$ cat src/rtl/pipe_hazard_ctrl_if.sv
// Groups the pipeline hazard-controller bus: hazard inputs from ID/EX plus stage controls back out.
// Latency: none, this is wiring only.
// Backpressure: none; mem_busy is the freeze request the controller honours.
//
// Ports (master drives the pipeline-side inputs, slave is the controller):
//   ID_EX_MemRead, ID_EX_RD         load-in-EX indication and its destination register
//   IF_ID_RS1/RS2, IF_ID_use_rs1/2  source registers of the ID instruction and whether they are read
//   branch_taken, mem_busy          redirect resolved in MEM, data memory not ready
//   PC_write .. EX_MEM_hold         per-stage load/flush/hold controls
//   mem_timeout, stall_cycles, flush_count  status and saturating performance counters
interface pipe_hazard_ctrl_if #(
    parameter int CNT_W = 16
);
    logic             ID_EX_MemRead;
    logic [4:0]       ID_EX_RD;
    logic [4:0]       IF_ID_RS1;
    logic [4:0]       IF_ID_RS2;
    logic             IF_ID_use_rs1;
    logic             IF_ID_use_rs2;
    logic             branch_taken;
    logic             mem_busy;
    logic             PC_write;
    logic             IF_ID_write;
    logic             IF_ID_flush;
    logic             ID_EX_flush;
    logic             EX_MEM_flush;
    logic             ID_EX_hold;
    logic             EX_MEM_hold;
    logic             mem_timeout;
    logic [CNT_W-1:0] stall_cycles;
    logic [CNT_W-1:0] flush_count;

    modport master (
        output ID_EX_MemRead, ID_EX_RD, IF_ID_RS1, IF_ID_RS2,
               IF_ID_use_rs1, IF_ID_use_rs2, branch_taken, mem_busy,
        input  PC_write, IF_ID_write, IF_ID_flush, ID_EX_flush, EX_MEM_flush,
               ID_EX_hold, EX_MEM_hold, mem_timeout, stall_cycles, flush_count
    );

    modport slave (
        input  ID_EX_MemRead, ID_EX_RD, IF_ID_RS1, IF_ID_RS2,
               IF_ID_use_rs1, IF_ID_use_rs2, branch_taken, mem_busy,
        output PC_write, IF_ID_write, IF_ID_flush, ID_EX_flush, EX_MEM_flush,
               ID_EX_hold, EX_MEM_hold, mem_timeout, stall_cycles, flush_count
    );
endinterface

$ cat src/rtl/pipe_hazard_ctrl.sv
// Pipeline hazard controller: load-use stall, branch flush, memory-wait freeze, timeout and perf counters.
// Latency: stage controls are combinational from state and inputs (zero cycles); status/counters registered.
// Backpressure: mem_busy freezes PC, IF/ID, ID/EX and EX/MEM; a branch seen while frozen is deferred.
//
// Ports: clk (rising edge), rst (async, active-low), hif (pipe_hazard_ctrl_if.slave).
module pipe_hazard_ctrl #(
    parameter int TIMEOUT_CYCLES = 64,
    parameter int CNT_W          = 16
) (
    input  logic               clk,
    input  logic               rst,
    pipe_hazard_ctrl_if.slave  hif
);

    typedef enum logic [1:0] {RUN, LOADUSE, MEMWAIT} state_t;

    localparam logic [7:0]       WAIT_LAST = 8'(TIMEOUT_CYCLES - 1);
    localparam logic [CNT_W-1:0] CNT_MAX   = '1;

    state_t           state, state_nxt;
    logic             br_pend, br_pend_nxt;
    logic [7:0]       wait_cnt;
    logic             mem_timeout;
    logic [CNT_W-1:0] stall_cnt, flush_cnt;

    logic hz, branch, br_flush;
    logic pc_write, if_id_write, if_id_flush, id_ex_flush, ex_mem_flush, id_ex_hold, ex_mem_hold;

    // Load-use hazard: a load in EX writes a register the ID instruction reads (x0 never hazards).
    assign hz = hif.ID_EX_MemRead && (hif.ID_EX_RD != 5'd0) &&
                ((hif.IF_ID_use_rs1 && (hif.ID_EX_RD == hif.IF_ID_RS1)) ||
                 (hif.IF_ID_use_rs2 && (hif.ID_EX_RD == hif.IF_ID_RS2)));

    // A branch resolved while memory was busy is remembered and acted on once the freeze lifts.
    assign branch = hif.branch_taken || br_pend;

    always_comb begin
        pc_write     = 1'b0;
        if_id_write  = 1'b0;
        if_id_flush  = 1'b0;
        id_ex_flush  = 1'b0;
        ex_mem_flush = 1'b0;
        id_ex_hold   = 1'b0;
        ex_mem_hold  = 1'b0;
        br_flush     = 1'b0;
        state_nxt    = RUN;
        br_pend_nxt  = br_pend;
        if (rst) begin
            // Every legal state applies the same priority; the state records which stall is in
            // progress and an illegal encoding falls back to RUN with normal controls.
            unique case (state)
                RUN, LOADUSE, MEMWAIT: begin
                    if (hif.mem_busy) begin
                        id_ex_hold  = 1'b1;
                        ex_mem_hold = 1'b1;
                        br_pend_nxt = br_pend || hif.branch_taken;
                        state_nxt   = MEMWAIT;
                    end else if (branch) begin
                        pc_write     = 1'b1;
                        if_id_write  = 1'b1;
                        if_id_flush  = 1'b1;
                        id_ex_flush  = 1'b1;
                        ex_mem_flush = 1'b1;
                        br_flush     = 1'b1;
                        br_pend_nxt  = 1'b0;
                    end else if (hz) begin
                        id_ex_flush = 1'b1;
                        state_nxt   = LOADUSE;
                    end else begin
                        pc_write    = 1'b1;
                        if_id_write = 1'b1;
                    end
                end
                default: begin
                    pc_write    = 1'b1;
                    if_id_write = 1'b1;
                end
            endcase
        end
    end

    always_ff @(posedge clk or negedge rst) begin
        if (!rst) begin
            state       <= RUN;
            br_pend     <= 1'b0;
            wait_cnt    <= 8'd0;
            mem_timeout <= 1'b0;
            stall_cnt   <= '0;
            flush_cnt   <= '0;
        end else begin
            state   <= state_nxt;
            br_pend <= br_pend_nxt;
            if (hif.mem_busy) begin
                if (wait_cnt != 8'hFF) begin
                    wait_cnt <= wait_cnt + 8'd1;
                end
                if (wait_cnt == WAIT_LAST) begin
                    mem_timeout <= 1'b1;
                end
            end else begin
                wait_cnt <= 8'd0;
            end
            if (!pc_write && (stall_cnt != CNT_MAX)) begin
                stall_cnt <= stall_cnt + 1'b1;
            end
            if (br_flush && (flush_cnt != CNT_MAX)) begin
                flush_cnt <= flush_cnt + 1'b1;
            end
        end
    end

    assign hif.PC_write     = pc_write;
    assign hif.IF_ID_write  = if_id_write;
    assign hif.IF_ID_flush  = if_id_flush;
    assign hif.ID_EX_flush  = id_ex_flush;
    assign hif.EX_MEM_flush = ex_mem_flush;
    assign hif.ID_EX_hold   = id_ex_hold;
    assign hif.EX_MEM_hold  = ex_mem_hold;
    assign hif.mem_timeout  = mem_timeout;
    assign hif.stall_cycles = stall_cnt;
    assign hif.flush_count  = flush_cnt;

endmodule

$ cat src/flat_wrapper.sv
// flat-port wrapper written by rule: the top's interface ports become plain ports
module pipe_hazard_ctrl_flat 
#(
    parameter int TIMEOUT_CYCLES = 64,
    parameter int CNT_W          = 16
)
  (clk, rst, hif_ID_EX_MemRead, hif_ID_EX_RD, hif_IF_ID_RS1, hif_IF_ID_RS2, hif_IF_ID_use_rs1, hif_IF_ID_use_rs2, hif_branch_taken, hif_mem_busy, hif_PC_write, hif_IF_ID_write, hif_IF_ID_flush, hif_ID_EX_flush, hif_EX_MEM_flush, hif_ID_EX_hold, hif_EX_MEM_hold, hif_mem_timeout, hif_stall_cycles, hif_flush_count);
  pipe_hazard_ctrl_if #(.CNT_W(CNT_W)) hif_i ();
  input  logic clk;
  input  logic rst;
  input wire logic [$bits(hif_i.ID_EX_MemRead)-1:0] hif_ID_EX_MemRead;
  input wire logic [$bits(hif_i.ID_EX_RD)-1:0] hif_ID_EX_RD;
  input wire logic [$bits(hif_i.IF_ID_RS1)-1:0] hif_IF_ID_RS1;
  input wire logic [$bits(hif_i.IF_ID_RS2)-1:0] hif_IF_ID_RS2;
  input wire logic [$bits(hif_i.IF_ID_use_rs1)-1:0] hif_IF_ID_use_rs1;
  input wire logic [$bits(hif_i.IF_ID_use_rs2)-1:0] hif_IF_ID_use_rs2;
  input wire logic [$bits(hif_i.branch_taken)-1:0] hif_branch_taken;
  input wire logic [$bits(hif_i.mem_busy)-1:0] hif_mem_busy;
  output wire logic [$bits(hif_i.PC_write)-1:0] hif_PC_write;
  output wire logic [$bits(hif_i.IF_ID_write)-1:0] hif_IF_ID_write;
  output wire logic [$bits(hif_i.IF_ID_flush)-1:0] hif_IF_ID_flush;
  output wire logic [$bits(hif_i.ID_EX_flush)-1:0] hif_ID_EX_flush;
  output wire logic [$bits(hif_i.EX_MEM_flush)-1:0] hif_EX_MEM_flush;
  output wire logic [$bits(hif_i.ID_EX_hold)-1:0] hif_ID_EX_hold;
  output wire logic [$bits(hif_i.EX_MEM_hold)-1:0] hif_EX_MEM_hold;
  output wire logic [$bits(hif_i.mem_timeout)-1:0] hif_mem_timeout;
  output wire logic [$bits(hif_i.stall_cycles)-1:0] hif_stall_cycles;
  output wire logic [$bits(hif_i.flush_count)-1:0] hif_flush_count;
  assign hif_i.ID_EX_MemRead = hif_ID_EX_MemRead;
  assign hif_i.ID_EX_RD = hif_ID_EX_RD;
  assign hif_i.IF_ID_RS1 = hif_IF_ID_RS1;
  assign hif_i.IF_ID_RS2 = hif_IF_ID_RS2;
  assign hif_i.IF_ID_use_rs1 = hif_IF_ID_use_rs1;
  assign hif_i.IF_ID_use_rs2 = hif_IF_ID_use_rs2;
  assign hif_i.branch_taken = hif_branch_taken;
  assign hif_i.mem_busy = hif_mem_busy;
  assign hif_PC_write = hif_i.PC_write;
  assign hif_IF_ID_write = hif_i.IF_ID_write;
  assign hif_IF_ID_flush = hif_i.IF_ID_flush;
  assign hif_ID_EX_flush = hif_i.ID_EX_flush;
  assign hif_EX_MEM_flush = hif_i.EX_MEM_flush;
  assign hif_ID_EX_hold = hif_i.ID_EX_hold;
  assign hif_EX_MEM_hold = hif_i.EX_MEM_hold;
  assign hif_mem_timeout = hif_i.mem_timeout;
  assign hif_stall_cycles = hif_i.stall_cycles;
  assign hif_flush_count = hif_i.flush_count;
  pipe_hazard_ctrl #(.TIMEOUT_CYCLES(TIMEOUT_CYCLES), .CNT_W(CNT_W)) u_core (.clk(clk), .rst(rst), .hif(hif_i));
endmodule
$ cat config.mk
export PLATFORM = sky130hd
export DESIGN_NAME = pipe_hazard_ctrl_flat
export DESIGN_NICKNAME = d
export VERILOG_FILES = /design/src/rtl/pipe_hazard_ctrl_if.sv /design/src/rtl/pipe_hazard_ctrl.sv /design/src/flat_wrapper.sv
export SDC_FILE = /design/constraint.sdc
export NUM_CORES = 1
export LEC_CHECK = 0
export CORE_ASPECT_RATIO = 0.6
export CORE_MARGIN = 10
export CORE_UTILIZATION = 52
export DETAILED_ROUTE_END_ITERATION = 8
export GPL_ROUTABILITY_DRIVEN = 1
export PLACE_DENSITY = 0.85
export REMOVE_ABC_BUFFERS = 1
export SETUP_SLACK_MARGIN = 0.1
export SYNTH_ARGS = -nofsm -noshare
export SYNTH_HDL_FRONTEND = slang
export SYNTH_SLANG_ARGS = --single-unit
export TNS_END_PERCENT = 5
$ cat constraint.sdc
create_clock -name clk -period 4.6 [get_ports clk]
set_input_delay 0.46 -clock clk [delete_from_list [all_inputs] [get_ports clk]]
set_output_delay 0.46 -clock clk [all_outputs]
set_load 0.02 [all_outputs]
==> flow_metrics.py, run 1 <==
metrics = {
    "clocking": {
        "numCtsBuffers": 5,
        "cts_sinks": 44,
        "cts.clk_slew.worst_paths_ns": 0.09,
        "clock-root-buffer": "clkbuf_8",
        "post_cts_resized": 0,
        "hold_buffers": 0,
        "h_tree_level_count": 2,
        "post_cts_buffers": 0,
        "cts_tree": "done",
        "cts_buffer_depth": 2,
        "insertion_delay_ns": 0.30,
    },
    "worst_setup_path": {
        "crit_path_start_kind": "input pin",
        "endpoint_kind": "output port",
        "crit_path_leading_delay_family": "buffers and inverters",
        "cp.arrival_ns": 2.84,
        "critical_path.max_fanout": 16,
        "critPathMaxStageDelay_ns": 0.63,
        "worstSetupPathType": "input pin to output port",
        "worstPathRequired_ns": 4.14,
        "timing.critical_path.cells": "clkdlybuf4s50_1 > or4_1 > o21ai_1 > nor2_1 > a21o_1 > inv_1 > clkdlybuf4s50_1",
        "path_common_cell": "clkdlybuf4s50_1",
        "critical-path-slowest-cell": "clkdlybuf4s50_1",
        "critPathBufInv": 3,
    },
    "die": {
        "die_width_um": 105,
        "core_area_mm2": 0.00417,
        "fp.dieArea_mm2": 0.00751,
        "core.rowCount": 18,
        "top_level_ports": 62,
        "start_util_pct": 54.7,
        "floorplan.die.height_um": 71.3,
    },
    "synth": {
        "synth.area.mux_share_pct": 1.43,
        "postSynthCellCount": 220,
        "synth-edff-count": 0,
        "synth_seq_area_share_pct": 48.4,
        "synth_xor_xnor_area_share_pct": 15.4,
        "post_synth.cell_area_avg_um2": 10.4,
        "dominantRegCellSynth": "dfrtp_1",
        "count_of_different_cell_masters_after_synthesis": 43,
        "yosys_register_bits": 44,
        "synth_adder_area_share_pct": 1.65,
        "synth_most_common_cell": "dfrtp_1",
        "synth-compound-area-share_pct": 6.87,
        "yosys.area.top_type_share_pct": 48.4,
        "synth_simple_gate_area_share_pct": 23.8,
        "netlist_top_cells_count": "dfrtp_1, xnor2_1, nand2_1",
        "post_synthesis_cell_area_mm2": 0.00228,
        "yosys_warnings": 0,
        "synth.largest_area_cell": "dfrtp_1",
        "synth.area.top_cells": "dfrtp_1, xnor2_1, nand3_1",
        "async_flop_share_pct": 100,
        "synth_top_family_by_area": "simple AND/OR/NAND/NOR gates",
    },
    "grt": {
        "first_global_vias": 1860,
        "groute.usage.overall_pct": 15.3,
        "global_route_wire_length_before_repair_mm": 9.38,
        "antenna_found_initial": 0,
        "grt_max_degree": 29,
        "grt_remaining_overflow": 0,
    },
    "layout": {
        "final_net_count": 308,
        "layout-area-overhead-vs-synth_pct": 33.7,
        "drive_above_1_share_pct": 6.34,
        "n_antenna_cell": 0,
        "finish.instance_area_mm2": 0.00305,
    },
    "pwr": {
        "cell_int_power_mw": 0.786,
        "pwr-share-comb_pct": 29.9,
        "pwr-share-seq_pct": 44.3,
        "ir_drop_mv": 0.351,
        "power-per-cell-area_mw_per_mm2": 385,
        "power.switching_mw": 0.385,
        "power.share.switching_pct": 32.8,
        "total_leakage_power_nw": 1.30,
        "share_clk_of_total_power_pct": 25.9,
    },
    "placement": {
        "postPlaceCellArea_mm2": 0.00293,
        "gp_congestion": 0.830,
        "dp_slack_ns": 1.31,
        "post-dp-hpwl_mm": 4.32,
        "port_buffers": 61,
    },
    "timing": {
        "final.setup_skew_ns": 0.0109,
        "final_max_slew_viol_count": 0,
        "rsz_0062_raised_after_global_routing": "no",
        "timing.final.crit_share_pct": 71.6,
        "timing.setup.tns_ns": 0,
        "relSlewSlack_pct": 66.2,
        "hold_slack_ns": 0.0833,
        "actual_slew_at_the_worst_max_slew_pin_ns": 0.503,
        "fmax_ghz": 0.303,
        "timing_hold_violations_final": 0,
        "min_period_ns": 3.30,
        "finalSetupViolCount": 0,
        "final.setup.worst_slack_ns": 1.30,
    },
    "detailed_routing": {
        "dr.pass1.iters": 4,
        "dr_drc_count": 0,
        "detail_route.vias_per_cell": 5.38,
        "ant_nets": 0,
        "drt_iter0_markers": 91,
        "vias": 1852,
        "route.detailed.wl_per_inst_um": 16.3,
        "detail_route.wirelength_mm": 5.61,
    },
    "run_status": {
        "run_status": "finished, final reports clean",
    },
    "min_path": {
        "hold_class": "input pin to asynchronous set/reset pin",
    },
    "flow_run": {
        "max_cap_violations": 0,
    },
}
sequential cells by signal, indices dropped and copies added (netlist names):
name and cells:
u_core.wait_cnt 8, u_core.hif.flush_count 16, u_core.hif.stall_cycles 16, u_core.state 2
u_core.hif.mem_timeout 1, u_core.br_pend 1
area by class of cell:
type                       instances  area [um^2]
multi-input combinational        164         1120
inverter                           6         22.5
sequential                        44         1100
clock inverter                     3         46.3
tap                               60         75.1
fill                             313         1120
timing repair buffer              62          613
clock buffer                       5         68.8
final timing paths:
| kind | start | endpoint | slack [ns] | cells after the start |
|---|---|---|---|---|
| hold reg to reg | u_core.hif.mem_timeout | u_core.hif.mem_timeout | 0.48 | 1 |
| setup / recovery | hif_ID_EX_RD[3] | hif_IF_ID_write | 1.30 | 7 |
| hold / removal | rst | u_core.wait_cnt[1] | 0.08 | 1 |
| setup reg to reg | u_core.hif.stall_cycles[0] | u_core.hif.stall_cycles[1] | 2.23 | 6 |
| min in group clk | u_core.hif.mem_timeout | u_core.hif.mem_timeout | 0.48 | 1 |
| max in group asynchronous | rst | u_core.hif.flush_count[5] | 3.80 | 2 |
power groups by stage:
stage | combinational [mW] | sequential (mW) | clock [mW]
5_1_grt | 0.380 | 0.528 | 0.326
6_report | 0.350 | 0.518 | 0.303
3_5_place_dp | 0.354 | 0.522 | 0
4_1_cts | 0.355 | 0.517 | 0.308
3_3_place_gp | 0.346 | 0.521 | 0
2_1_floorplan | 0.123 | 0.572 | 0
worst register-to-register path: stages, from the launching register on:
cell and delay (ns):
dfrtp_1 0.45, ha_1 0.25, nand3_1 0.11, nor3_1 0.45, nand3_1 0.41, nand2_1 0.24, mux2_2 0.35
metal layers:
layer | global-route usage, % | part of all wire [%] | wire [um]
met5 | 0 | 0 | 0
met4 | 4.70 | 1.3 | 74
met3 | 6.07 | 7.3 | 410
met2 | 21.7 | 43 | 2440
met1 | 20.9 | 48 | 2690
cell families after synthesis:
group | after synthesis
simple gates | 99
flops | 44
xor+xnor | 40
compound gates | 19
buf+inv | 12
mux | 3
fa+ha+maj | 3
stage by stage:
stage	cells	utilization [%]	power (mW)
after detailed placement	336	70.3	0.876
final	344	73.1	1.17
after global routing	344	73.1	1.23
after floorplan	214	-	0.696
after CTS	344	73.1	1.18
after global placement	336	70.3	0.868
layout by cell type (no fill, tap or decap), drive strengths merged, types with 3 or more instances in the layout:
| master | n |
|---|---|
| and2 | 3 |
| and3 | 11 |
| and4 | 4 |
| clkbuf | 5 |
| clkdlybuf4s50 | 60 |
| dfrtp | 44 |
| ha | 3 |
| inv | 7 |
| nand2 | 22 |
| nand3 | 21 |
| nand4 | 12 |
| nor2 | 11 |
| nor3 | 5 |
| o21ai | 4 |
| xnor2 | 38 |
Note: power is estimated with default switching activity, not from simulation.
==> run 2, diff against run 1 <==
- CORE_UTILIZATION: 52 -> 48
- PLACE_DENSITY: 0.85 -> 0.8
- clock period: 4.6 -> 3.2 ns (I/O delays scaled with it)
==> run 2 against run 1 <==
Compared with the run above: power rose by 38%; combinational power rose by 45%; first-iteration DRC count fell by 22%; setup slack got worse by 1.0 ns; register-to-register slack lost 1.1 ns; cell count rose by 2.0%; critical endpoint is now hif_IF_ID_flush.
==> flow_metrics.py, run 2 (synthesis results as in run 1) <==
metrics = {
    "timing": {
        "timing.setup.tns_ns": 0,
        "timing_hold_violations_final": 0,
        "final.setup_skew_ns": 0.0118,
        "final_max_slew_viol_count": 0,
        "relSlewSlack_pct": 68.1,
        "fmax_ghz": 0.344,
        "timing.final.crit_share_pct": 90.9,
        "min_period_ns": 2.91,
        "finalSetupViolCount": 0,
        "final.setup.worst_slack_ns": 0.291,
        "actual_slew_at_the_worst_max_slew_pin_ns": 0.475,
        "rsz_0062_raised_after_global_routing": "no",
    },
    "worst_setup_path": {
        "worstPathRequired_ns": 2.88,
        "timing.critical_path.cells": "dlygate4sd3_1 > buf_2 > a21bo_1 > or3_4 > inv_1 > clkdlybuf4s50_1",
        "critPathBufInv": 4,
        "startpoint": "rst",
        "critical-path-slowest-cell": "clkdlybuf4s50_1",
        "r2r-end": "u_core.hif.stall_cycles[1]",
        "rr_startpoint": "u_core.hif.stall_cycles[0]",
        "flop2flop_setup_slack_ns": 1.18,
        "critPathMaxStageDelay_ns": 0.62,
        "critical_path.endpoint": "hif_IF_ID_flush",
        "reg2regPathDepth": 6,
        "critical_path.max_fanout": 19,
        "crit_path_leading_delay_family": "buffers and inverters",
        "crit_path_start_kind": "input pin",
        "endpoint_kind": "output port",
        "worstSetupPathDepth": 6,
        "cp.arrival_ns": 2.59,
        "worstSetupPathType": "input pin to output port",
    },
    "layout": {
        "multiInputGateArea_mm2": 0.00112,
        "num-fill-cells": 374,
        "layout-area-overhead-vs-synth_pct": 34.3,
        "seqCellArea_mm2": 0.00110,
        "layout.cells.most_common_list": "clkdlybuf4s50_1, dfrtp_1, xnor2_1, nand2_1, nand3_1",
        "drive_above_1_share_pct": 7.29,
        "final_net_count": 312,
        "layout.cells.most_common": "clkdlybuf4s50_1",
        "n_antenna_cell": 0,
    },
    "grt": {
        "grt_max_degree": 31,
        "global_route_wire_length_before_repair_mm": 9.20,
        "grt_remaining_overflow": 0,
        "groute.usage.overall_pct": 14.5,
        "first_global_vias": 1857,
        "antenna_found_initial": 0,
    },
    "clocking": {
        "cts_sinks": 44,
        "numCtsBuffers": 5,
        "clock-root-buffer": "clkbuf_8",
        "cts_tree": "done",
        "cts_buffer_depth": 2,
        "h_tree_level_count": 2,
        "cts.clk_slew.worst_paths_ns": 0.08,
        "insertion_delay_ns": 0.30,
    },
    "detailed_routing": {
        "detail_route.wirelength_mm": 5.57,
        "detail_route.vias_per_cell": 5.29,
        "vias": 1858,
        "drt_iter0_markers": 71,
        "dr_drc_count": 0,
        "ant_nets": 0,
        "dr.pass1.iters": 4,
        "route.detailed.wl_per_inst_um": 15.9,
    },
    "die": {
        "fp.dieArea_mm2": 0.00799,
        "top_level_ports": 62,
        "core_area_mm2": 0.00459,
        "core.rowCount": 19,
        "floorplan.die.height_um": 73.4,
        "die_width_um": 109,
        "start_util_pct": 49.6,
    },
    "pwr": {
        "share_clk_of_total_power_pct": 22.3,
        "total_leakage_power_nw": 1.31,
        "power-per-cell-area_mw_per_mm2": 529,
        "power.switching_mw": 0.545,
        "cell_int_power_mw": 1.07,
        "ir_drop_mv": 0.451,
        "pwr-share-seq_pct": 46.4,
        "pwr-share-comb_pct": 31.3,
        "power.share.switching_pct": 33.7,
    },
    "placement": {
        "gp_congestion": 0.835,
        "post-dp-hpwl_mm": 4.33,
        "port_buffers": 61,
        "dp_slack_ns": 0.430,
    },
    "flow_run": {
        "max_cap_violations": 0,
    },
    "run_status": {
        "run_status": "finished, final reports clean",
    },
    "min_path": {
        "hold_class": "flip-flop to flip-flop",
    },
}
run 2: worst min path at each step:
stage,from,endpoint,depth (start not counted)
final,u_core.hif.mem_timeout,u_core.hif.mem_timeout,1
after global routing,u_core.hif.mem_timeout,u_core.hif.mem_timeout,1
after CTS,u_core.hif.mem_timeout,u_core.hif.mem_timeout,1
after detailed placement,rst,u_core.state[0],1
after global placement,rst,u_core.state[0],1
after floorplan,rst,u_core.br_pend,0
run 2: metal layers:
layer | vias up | wire length [um] | track usage [%]
met5 | - | 0 | 0
li1 | 907 | - | -
met4 | 0 | 53 | 3.49
met1 | 885 | 2690 | 20.0
met2 | 59 | 2300 | 20.4
met3 | 7 | 529 | 6.03
run 2: stage by stage:
stage	hold slack (ns)	std cells	total power, mW	util [%]	area (um^2)
2_1_floorplan	0.0244	214	1.00	-	2240
3_3_place_gp	0.274	342	1.25	64.4	2960
3_5_place_dp	0.280	342	1.26	64.4	2960
4_1_cts	0.476	351	1.63	66.7	3060
5_1_grt	0.503	351	1.71	66.7	3060
6_report	0.469	351	1.62	66.7	3060
run 2: layout make-up:
cell class                      count  share of cell area (%)
Multi-Input combinational cell    164                    36.6
Sequential cell                    44                    36.0
Timing Repair Buffer               66                    21.1
Clock buffer                        6                    2.70
Tap cell                           63                    2.58
Inverter                            6                   0.736
Clock inverter                      2                   0.327
run 2: power by group through the flow:
stage	Combinational, mW	Sequential (mW)	Clock (mW)
after global routing	0.549	0.762	0.403
after floorplan	0.177	0.822	0
after CTS	0.513	0.747	0.367
after global placement	0.500	0.753	0
final	0.506	0.750	0.361
after detailed placement	0.508	0.755	0
run 2: worst reg2reg max path, stage by stage, from the launching register on:
cell,delay (ns)
dfrtp_1,0.48
ha_1,0.25
nand3_1,0.11
nor3_1,0.43
nand3_1,0.18
nand2_1,0.14
mux2_2,0.33
run 2: repair_timing:
action,4_1_cts,5_1_grt
setup endpoints to repair,0,0
setup buffers,0,0
hold buffers,1,0
gates resized for setup,0,0
hold endpoints to repair,15,0
